## src/rtl/mcpu_pkg.sv

```systemverilog
// Shared encodings for the multicycle MIPS core: opcodes and PC-source selects.
// Imported by the datapath registers and by the control unit.
package mcpu_pkg;

  localparam logic [5:0] OP_RTYPE = 6'h00;
  localparam logic [5:0] OP_J     = 6'h02;
  localparam logic [5:0] OP_BEQ   = 6'h04;
  localparam logic [5:0] OP_BNE   = 6'h05;
  localparam logic [5:0] OP_ADDI  = 6'h08;
  localparam logic [5:0] OP_LW    = 6'h23;
  localparam logic [5:0] OP_SW    = 6'h2B;

  typedef enum logic [1:0] {
    PC_SRC_SEQ  = 2'd0,
    PC_SRC_BR   = 2'd1,
    PC_SRC_JMP  = 2'd2,
    PC_SRC_HOLD = 2'd3
  } pc_src_e;

  function automatic logic [31:0] sext16(input logic [15:0] v);
    return {{16{v[15]}}, v};
  endfunction

endpackage

```

## src/rtl/mcpu_datapath_regs_if.sv

```systemverilog
// Control strobes and data buses between the control unit / memory / register file
// and the multicycle datapath register block.
interface mcpu_datapath_regs_if #(parameter int ADDR_W = 8);

  logic              pc_write;
  logic              pc_write_cond;
  logic              iord;
  logic              ir_write;
  logic [1:0]        pc_source;
  logic [31:0]       alu_result;
  logic              alu_zero;
  logic [31:0]       mem_rdata;
  logic [31:0]       rf_rdata1;
  logic [31:0]       rf_rdata2;

  logic [31:0]       pc;
  logic [ADDR_W-1:0] mem_addr;
  logic [31:0]       ir;
  logic [5:0]        op;
  logic [4:0]        rs;
  logic [4:0]        rt;
  logic [4:0]        rd;
  logic [5:0]        funct;
  logic [31:0]       imm_sext;
  logic [31:0]       imm_sext_sl2;
  logic [31:0]       mdr;
  logic [31:0]       reg_a;
  logic [31:0]       reg_b;
  logic [31:0]       alu_out;
  logic              branch_taken;

  modport master (
    output pc_write, pc_write_cond, iord, ir_write, pc_source, alu_result, alu_zero,
           mem_rdata, rf_rdata1, rf_rdata2,
    input  pc, mem_addr, ir, op, rs, rt, rd, funct, imm_sext, imm_sext_sl2, mdr,
           reg_a, reg_b, alu_out, branch_taken
  );

  modport slave (
    input  pc_write, pc_write_cond, iord, ir_write, pc_source, alu_result, alu_zero,
           mem_rdata, rf_rdata1, rf_rdata2,
    output pc, mem_addr, ir, op, rs, rt, rd, funct, imm_sext, imm_sext_sl2, mdr,
           reg_a, reg_b, alu_out, branch_taken
  );

endinterface

```

## src/rtl/mcpu_pc_next.sv

```systemverilog
// Next-PC selection, beq/bne condition and PC load enable (purely combinational).
module mcpu_pc_next
  import mcpu_pkg::*;
(
  input  logic [31:0] i_pc,
  input  logic [31:0] i_ir,
  input  logic [31:0] i_alu_result,
  input  logic [31:0] i_alu_out,
  input  logic        i_alu_zero,
  input  logic [1:0]  i_pc_source,
  input  logic        i_pc_write,
  input  logic        i_pc_write_cond,
  output logic [31:0] o_pc_next,
  output logic        o_pc_load,
  output logic        o_branch_taken
);

  logic [31:0] w_sel;
  logic        w_cond;

  // Source mux; the low two bits are forced to zero so PC stays word aligned
  always_comb begin
    w_sel = i_pc;
    case (i_pc_source)
      PC_SRC_SEQ:  w_sel = i_alu_result;
      PC_SRC_BR:   w_sel = i_alu_out;
      PC_SRC_JMP:  w_sel = {i_pc[31:28], i_ir[25:0], 2'b00};
      PC_SRC_HOLD: w_sel = i_pc;
      default:     w_sel = i_pc;
    endcase
    o_pc_next = {w_sel[31:2], 2'b00};
  end

  // Branch condition from the opcode held in IR
  always_comb begin
    w_cond = 1'b0;
    case (i_ir[31:26])
      OP_BEQ:  w_cond = i_alu_zero;
      OP_BNE:  w_cond = ~i_alu_zero;
      default: w_cond = 1'b0;
    endcase
  end

  assign o_branch_taken = i_pc_write_cond & w_cond;
  assign o_pc_load      = i_pc_write | o_branch_taken;

endmodule

```

## src/rtl/mcpu_datapath_regs.sv

```systemverilog
// Architectural and inter-cycle registers of the multicycle MIPS datapath
// (PC, IR, MDR, A, B, ALUOut) plus memory address mux and IR field decode.
module mcpu_datapath_regs
  import mcpu_pkg::*;
#(
  parameter logic [31:0] PC_RESET = 32'h0000_0000,
  parameter int          ADDR_W   = 8
) (
  input logic                 clk,
  input logic                 rst_n,
  mcpu_datapath_regs_if.slave bus
);

  logic [31:0] r_pc;
  logic [31:0] r_ir;
  logic [31:0] r_mdr;
  logic [31:0] r_a;
  logic [31:0] r_b;
  logic [31:0] r_alu_out;
  logic [31:0] w_pc_next;
  logic        w_pc_load;

  mcpu_pc_next u_pc_next (
    .i_pc            (r_pc),
    .i_ir            (r_ir),
    .i_alu_result    (bus.alu_result),
    .i_alu_out       (r_alu_out),
    .i_alu_zero      (bus.alu_zero),
    .i_pc_source     (bus.pc_source),
    .i_pc_write      (bus.pc_write),
    .i_pc_write_cond (bus.pc_write_cond),
    .o_pc_next       (w_pc_next),
    .o_pc_load       (w_pc_load),
    .o_branch_taken  (bus.branch_taken)
  );

  // PC and IR: enabled loads
  always_ff @(posedge clk or negedge rst_n) begin
    if (!rst_n) begin
      r_pc <= PC_RESET;
      r_ir <= 32'h0000_0000;
    end else begin
      if (w_pc_load) r_pc <= w_pc_next;
      if (bus.ir_write) r_ir <= bus.mem_rdata;
    end
  end

  // Inter-cycle latches capture their sources on every edge
  always_ff @(posedge clk or negedge rst_n) begin
    if (!rst_n) begin
      r_mdr     <= 32'h0000_0000;
      r_a       <= 32'h0000_0000;
      r_b       <= 32'h0000_0000;
      r_alu_out <= 32'h0000_0000;
    end else begin
      r_mdr     <= bus.mem_rdata;
      r_a       <= bus.rf_rdata1;
      r_b       <= bus.rf_rdata2;
      r_alu_out <= bus.alu_result;
    end
  end

  assign bus.mem_addr     = bus.iord ? r_alu_out[ADDR_W+1:2] : r_pc[ADDR_W+1:2];
  assign bus.pc           = r_pc;
  assign bus.ir           = r_ir;
  assign bus.mdr          = r_mdr;
  assign bus.reg_a        = r_a;
  assign bus.reg_b        = r_b;
  assign bus.alu_out      = r_alu_out;
  assign bus.op           = r_ir[31:26];
  assign bus.rs           = r_ir[25:21];
  assign bus.rt           = r_ir[20:16];
  assign bus.rd           = r_ir[15:11];
  assign bus.funct        = r_ir[5:0];
  assign bus.imm_sext     = sext16(r_ir[15:0]);
  assign bus.imm_sext_sl2 = {{14{r_ir[15]}}, r_ir[15:0], 2'b00};

endmodule
```

## src/flat_wrapper.sv

```systemverilog
// flat-port wrapper written by rule: the top's interface ports become plain ports
module mcpu_datapath_regs_flat import mcpu_pkg::*;
#(
  parameter logic [31:0] PC_RESET = 32'h0000_0000,
  parameter int          ADDR_W   = 8
)
  (clk, rst_n, bus_pc_write, bus_pc_write_cond, bus_iord, bus_ir_write, bus_pc_source, bus_alu_result, bus_alu_zero, bus_mem_rdata, bus_rf_rdata1, bus_rf_rdata2, bus_pc, bus_mem_addr, bus_ir, bus_op, bus_rs, bus_rt, bus_rd, bus_funct, bus_imm_sext, bus_imm_sext_sl2, bus_mdr, bus_reg_a, bus_reg_b, bus_alu_out, bus_branch_taken);
  mcpu_datapath_regs_if #(.ADDR_W(ADDR_W)) bus_i ();
  input logic clk;
  input logic rst_n;
  input wire logic [$bits(bus_i.pc_write)-1:0] bus_pc_write;
  input wire logic [$bits(bus_i.pc_write_cond)-1:0] bus_pc_write_cond;
  input wire logic [$bits(bus_i.iord)-1:0] bus_iord;
  input wire logic [$bits(bus_i.ir_write)-1:0] bus_ir_write;
  input wire logic [$bits(bus_i.pc_source)-1:0] bus_pc_source;
  input wire logic [$bits(bus_i.alu_result)-1:0] bus_alu_result;
  input wire logic [$bits(bus_i.alu_zero)-1:0] bus_alu_zero;
  input wire logic [$bits(bus_i.mem_rdata)-1:0] bus_mem_rdata;
  input wire logic [$bits(bus_i.rf_rdata1)-1:0] bus_rf_rdata1;
  input wire logic [$bits(bus_i.rf_rdata2)-1:0] bus_rf_rdata2;
  output wire logic [$bits(bus_i.pc)-1:0] bus_pc;
  output wire logic [$bits(bus_i.mem_addr)-1:0] bus_mem_addr;
  output wire logic [$bits(bus_i.ir)-1:0] bus_ir;
  output wire logic [$bits(bus_i.op)-1:0] bus_op;
  output wire logic [$bits(bus_i.rs)-1:0] bus_rs;
  output wire logic [$bits(bus_i.rt)-1:0] bus_rt;
  output wire logic [$bits(bus_i.rd)-1:0] bus_rd;
  output wire logic [$bits(bus_i.funct)-1:0] bus_funct;
  output wire logic [$bits(bus_i.imm_sext)-1:0] bus_imm_sext;
  output wire logic [$bits(bus_i.imm_sext_sl2)-1:0] bus_imm_sext_sl2;
  output wire logic [$bits(bus_i.mdr)-1:0] bus_mdr;
  output wire logic [$bits(bus_i.reg_a)-1:0] bus_reg_a;
  output wire logic [$bits(bus_i.reg_b)-1:0] bus_reg_b;
  output wire logic [$bits(bus_i.alu_out)-1:0] bus_alu_out;
  output wire logic [$bits(bus_i.branch_taken)-1:0] bus_branch_taken;
  assign bus_i.pc_write = bus_pc_write;
  assign bus_i.pc_write_cond = bus_pc_write_cond;
  assign bus_i.iord = bus_iord;
  assign bus_i.ir_write = bus_ir_write;
  assign bus_i.pc_source = bus_pc_source;
  assign bus_i.alu_result = bus_alu_result;
  assign bus_i.alu_zero = bus_alu_zero;
  assign bus_i.mem_rdata = bus_mem_rdata;
  assign bus_i.rf_rdata1 = bus_rf_rdata1;
  assign bus_i.rf_rdata2 = bus_rf_rdata2;
  assign bus_pc = bus_i.pc;
  assign bus_mem_addr = bus_i.mem_addr;
  assign bus_ir = bus_i.ir;
  assign bus_op = bus_i.op;
  assign bus_rs = bus_i.rs;
  assign bus_rt = bus_i.rt;
  assign bus_rd = bus_i.rd;
  assign bus_funct = bus_i.funct;
  assign bus_imm_sext = bus_i.imm_sext;
  assign bus_imm_sext_sl2 = bus_i.imm_sext_sl2;
  assign bus_mdr = bus_i.mdr;
  assign bus_reg_a = bus_i.reg_a;
  assign bus_reg_b = bus_i.reg_b;
  assign bus_alu_out = bus_i.alu_out;
  assign bus_branch_taken = bus_i.branch_taken;
  mcpu_datapath_regs #(.PC_RESET(PC_RESET), .ADDR_W(ADDR_W)) u_core (.clk(clk), .rst_n(rst_n), .bus(bus_i));
endmodule
```

## config.mk

```make
export PLATFORM = sky130hd
export DESIGN_NAME = mcpu_datapath_regs_flat
export DESIGN_NICKNAME = d
export VERILOG_FILES = /design/src/rtl/mcpu_pkg.sv /design/src/rtl/mcpu_datapath_regs_if.sv /design/src/rtl/mcpu_pc_next.sv /design/src/rtl/mcpu_datapath_regs.sv /design/src/flat_wrapper.sv
export SDC_FILE = /design/constraint.sdc
export NUM_CORES = 1
export LEC_CHECK = 0
export CAP_MARGIN = 10
export CORE_AREA = 5 5 165 167
export CTS_CLUSTER_SIZE = 40
export DETAILED_ROUTE_END_ITERATION = 10
export DIE_AREA = 0 0 170 172
export GPL_ROUTABILITY_DRIVEN = 0
export PLACE_DENSITY = 0.74
export SETUP_SLACK_MARGIN = 0.1
export SYNTH_ARGS = -nofsm -noshare
export SYNTH_HDL_FRONTEND = slang
export SYNTH_SLANG_ARGS = --single-unit
```

## constraint.sdc

```tcl
create_clock -name clk -period 2.8 [get_ports clk]
set_clock_uncertainty 0.05 [all_clocks]
set_input_delay 0.84 -clock clk [delete_from_list [all_inputs] [get_ports clk]]
set_output_delay 0.84 -clock clk [all_outputs]
set_load 0.02 [all_outputs]
```

# == Word-level counts from Yosys, hierarchy flattened ==
# Index checks and enable logic that the tools add are counted.
# classes
n_addsub,0
multipliers,0
div_mod_pow,0
order_cmp,0
eq_ne,5
shift,0
mux,3
n_bitwise,5
reduce_logical,3
# ops
op,n
$pmux 32 s4,1
$eq 6x3->1 const B,2
$mux 8,1
$eq 2x2->1 const B,2
$not 1->1,3
$reduce_and 3->1,1
$eq 2x1->1 const B,1
$logic_not 2->1,1
$pmux 1 s2,1
$reduce_and 2->1,1
$and 1x1->1,1
$or 1x1->1,1
# word_totals
regBits,190
latch_bits,0
mem_bits_rw,0
rom_bits,0
inputBits,137
out_inout_bits,292
wordCells,23
memories,0

# == Depth between registers and ports, before layout ==
# depth
depth_word,5
depth_mapped,6
mapped_depth_nobuf,4

# == Cells and area by module ==
# A second synthesis with hierarchy kept.
# hier_totals
cells_unflattened,419
area_unflattened_um2,7445.9
# modules_own_cells
module,n_inst,cells_each,area_each_um2
mcpu_datapath_regs,1,365,6675.2
mcpu_pc_next,1,54,770.7

# == Least setup slack after synthesis ==
# Ideal clock, no wire load.
# synth_path
path_kind,input-to-output
startpoint,input bus_iord
endpoint,output bus_mem_addr[0]
arrival_time_ns,1.531
required_ns,1.910
slack_ns,0.379
stages,2
path_cell_list,clkbuf_1 -> mux2_2
# synth_between
elab_chain_cells,1
# synth_rtl
element,line_no,source
from (decl),flat_wrapper.sv:13,input wire logic [$bits(bus_i.iord)-1:0] bus_iord;
$mux 8,mcpu_datapath_regs.sv:63,assign bus.mem_addr = bus.iord ? r_alu_out[ADDR_W+1:2] : r_pc[ADDR_W+1:2];
to (decl),flat_wrapper.sv:22,output wire logic [$bits(bus_i.mem_addr)-1:0] bus_mem_addr;
# Every way passes these cells.

# == Worst setup path in the final report ==
# layout_path
startpoint,input bus_pc_write_cond
endpoint,output bus_branch_taken
# layout_between
elab_chain_cells,1
# layout_rtl
element,line_no,source
from (decl),flat_wrapper.sv:12,input wire logic [$bits(bus_i.pc_write_cond)-1:0] bus_pc_write_cond;
$and 1x1->1,mcpu_pc_next.sv:44,assign o_branch_taken = i_pc_write_cond & w_cond;
to (decl),flat_wrapper.sv:35,output wire logic [$bits(bus_i.branch_taken)-1:0] bus_branch_taken;
# Every way passes these cells.

==> summary.txt <==
Yosys
  • Asr flop ratio synth: between 90% and 100%
  • Count leader, synth: dfrtp_1
  • Post-synth top flop: dfrtp_1
  • Synthesized area: approximately 0.007 mm²
  • Library cells used by synthesis: 20
  • Synth area leader: dfrtp_1
  • Sequential element share of the synthesized area: 67.7%
  • Avg Inst Size Synth: 15.2 µm²
  • Register bit total from synthesis: 190
  • Post-synth EDFFs: 0
  • Syn Inst Count: between 400 and 500
  • Yosys top cell area share: between 60% and 70%
  • Commonest cells in the netlist: 190 x dfrtp_1, 93 x buf_4, 54 x mux2_2
  • Ranking of synthesized cells by area: dfrtp_1 68%, buf_4 9.9%, mux2_2 8.7%, mux2_4 4.3%, mux2i_1 3.7%
  • Yosys warns: 0

Critical path
  • Crit path DAT: 1.79 ns
  • Critical path, cell by cell: clkdlybuf4s50_1, nor2b_1, and3_4, buf_6
  • Worst Path Class, Setup: in2out
  • CP max stage cell: clkdlybuf4s50_1
  • CP delay by family, top: buffers and inverters
  • Crit end category: primary output
  • CP Data Required Time: 1.91 ns
  • Critical path launch point type: primary input
  • Slowest cell delay on critical path: 0.46 ns
  • Max Fanout on Critical Path: 2
  • Crit path buf inv count: 2

Cells and area
  • Filler cells: roughly 2.3k
  • Synth-to-Final Area Change: 66.7%
  • Utilization after layout: between 40 and 50%
  • Final Instance Area: 0.0117 mm²
  • Fin nets: 948
  • Share of layout cells above drive strength 1: 16.6%
  • Antenna diodes: 0

Timing
  • Max Fclk: 374 MHz
  • Final setup violating endpoints: 0
  • Worst-margin pin slew: 0.896 ns
  • Unrepaired setup endpoints after global routing: yes
  • Max-slew violation count: 0
  • Final hold violations: 0
  • Relative slew slack: 40.1%
  • Final min period: 2.68 ns
  • Hold_ws: 0.324 ns
  • Final period util: 95.6%

Routing
  • DR top layer: met4
  • WL final: 22100 µm
  • DRC: 0
  • Router iterations before antenna repair: 3
  • DR WL/cell: 19.1 µm
  • Met3 wire length: 2210 µm
  • 1st-iter DRT viols: between 150 and 200
  • Met2 WL post-DR: 11400 µm
  • Vias: 4795
  • Post-route ant nets: 0
  • DR vias/cell: 4.14
  • Routed length on met1: 8200 µm

Placement
  • DP HPWL: roughly 17000 µm
  • Port Buf Inserts: 424
  • Placed inst area: approximately 0.011 mm²

Clocking
  • CTS Buffer Depth: 2
  • CTS Hold Bufs: 0
  • Number of buffers created by CTS: 17
  • H-tree depth: 4
  • Clock latency on the worst-skew pair: 0.42 ns
  • Clock-pin slew on the worst setup and hold paths: 0.08 ns
  • CTS tree: done
  • TritonCTS Sinks: 190
  • Root Driver: clkbuf_16

Global routing
  • Total GRT Usage: 14.7%
  • GR Overflow Total: 0
  • Initial antenna violation count: 0
  • Number of global-route vias before repair: 5213
  • Largest net degree at the start of global routing: 56
  • First-pass GRT wire length: 32200 µm

Worst hold path
  • Hold Crit Class: in2async

Floorplan
  • Core Footprint: 0.0256 mm²
  • DIE WIDTH: 170 µm
  • Row count: 59
  • Initial Util: 27.4%
  • Die Y: 172 µm
  • Area of the die: 0.0292 mm²
  • Io pins: 429

Power
  • Pleak: 5.02 nW
  • Peak VDD IR: 0.413 mV
  • Power per cell area: 639 mW/mm²

Run
  • Maxcap violations: 0

Status
  • Run status: completed
worst reg2reg max path: cells and delay by family (launching register included):
| kind | cells | cell delay (ns) |
|---|---|---|
| and+or+nand+nor | 1 | 0.41 |
| buffers and inverters | 1 | 0.16 |
| DFF | 1 | 0.41 |
| muxes | 1 | 0.33 |
| AOI/OAI and AO/OA | 2 | 0.43 |
cell usage in the layout (no fill, tap or decap), types with 3 or more instances in the layout:
master / n
inv_6: 3
dfrtp_1: 190
mux2_2: 54
dlymetal6s2s_1: 6
mux2_4: 20
mux2i_1: 26
buf_12: 8
buf_4: 6
clkbuf_16: 17
nand2_1: 26
clkinv_8: 5
inv_8: 4
conb_1: 4
o21ai_0: 26
buf_2: 11
clkdlybuf4s50_1: 404
metrics by stage:
stage                     total power [mW]  TNS, ns  std cells  worst slack [ns]
final                                 7.48        0       1159             0.124
after global routing                  7.81        0       1159            0.0980
after CTS                             7.60        0       1159             0.103
after floorplan                       4.08        0        464             0.379
after detailed placement              5.03    -4.21       1126            -0.483
after global placement                5.01    -4.23       1126            -0.486
area by class of cell:
type                       count  area (µm²)  area share, %
sequential                   190        4750           40.6
timing repair buffer         438        4410           37.7
multi-input combinational    164        1490           12.7
tap                          335         419           3.58
clock inverter                14         191           1.64
clock buffer                  18         439           3.75
flip-flops by register name, indices dropped and copies added (netlist names):
signal              count
u_core.bus.alu_out     32
u_core.bus.ir          32
u_core.bus.mdr         32
u_core.bus.reg_a       32
u_core.bus.reg_b       32
u_core.bus.pc          30
cell families after synthesis:
logic type	synth area share, %
buffers and inverters	11.5
AOI/OAI and AO/OA	2.05
xor gates and xnor gates	0.125
other	0.0534
DFF	67.7
muxes	16.6
and+or+nand+nor	1.94
power by group:
group	leakage, nW	internal, mW	switching (mW)
combinational	2.48	0.957	0.862
sequential	2.24	2.96	0.160
clock	0.307	1.33	1.21
total	5.02	5.24	2.24
final timing paths:
kind | from | end | slack, ns | depth (start not counted)
max | bus_pc_write_cond | bus_branch_taken | 0.12 | 4
min | rst_n | u_core.bus.reg_b[17] | 0.32 | 1
max reg2reg | u_core.bus.ir[27] | u_core.bus.pc[12] | 0.89 | 5
min reg2reg | u_core.bus.ir[15] | u_core.bus.ir[15] | 0.46 | 1
max in group asynchronous | rst_n | u_core.bus.mdr[15] | 1.72 | 2
min in group clk | u_core.bus.ir[15] | u_core.bus.ir[15] | 0.46 | 1
routing by layer:
layer  vias up  track usage (%)
li1       2151                -
met1      2378             16.6
met2       250             26.2
met3        16             5.74
met4         0             3.54
met5         -                0
repair_timing:
action / CTS / global route
setup endpoints to repair: 9 / 10
pin swaps: 0 / 1
gates resized for setup: 39 / 7
buffers inserted: 1 / 0
No activity file was read; power rests on OpenSTA's default activity.
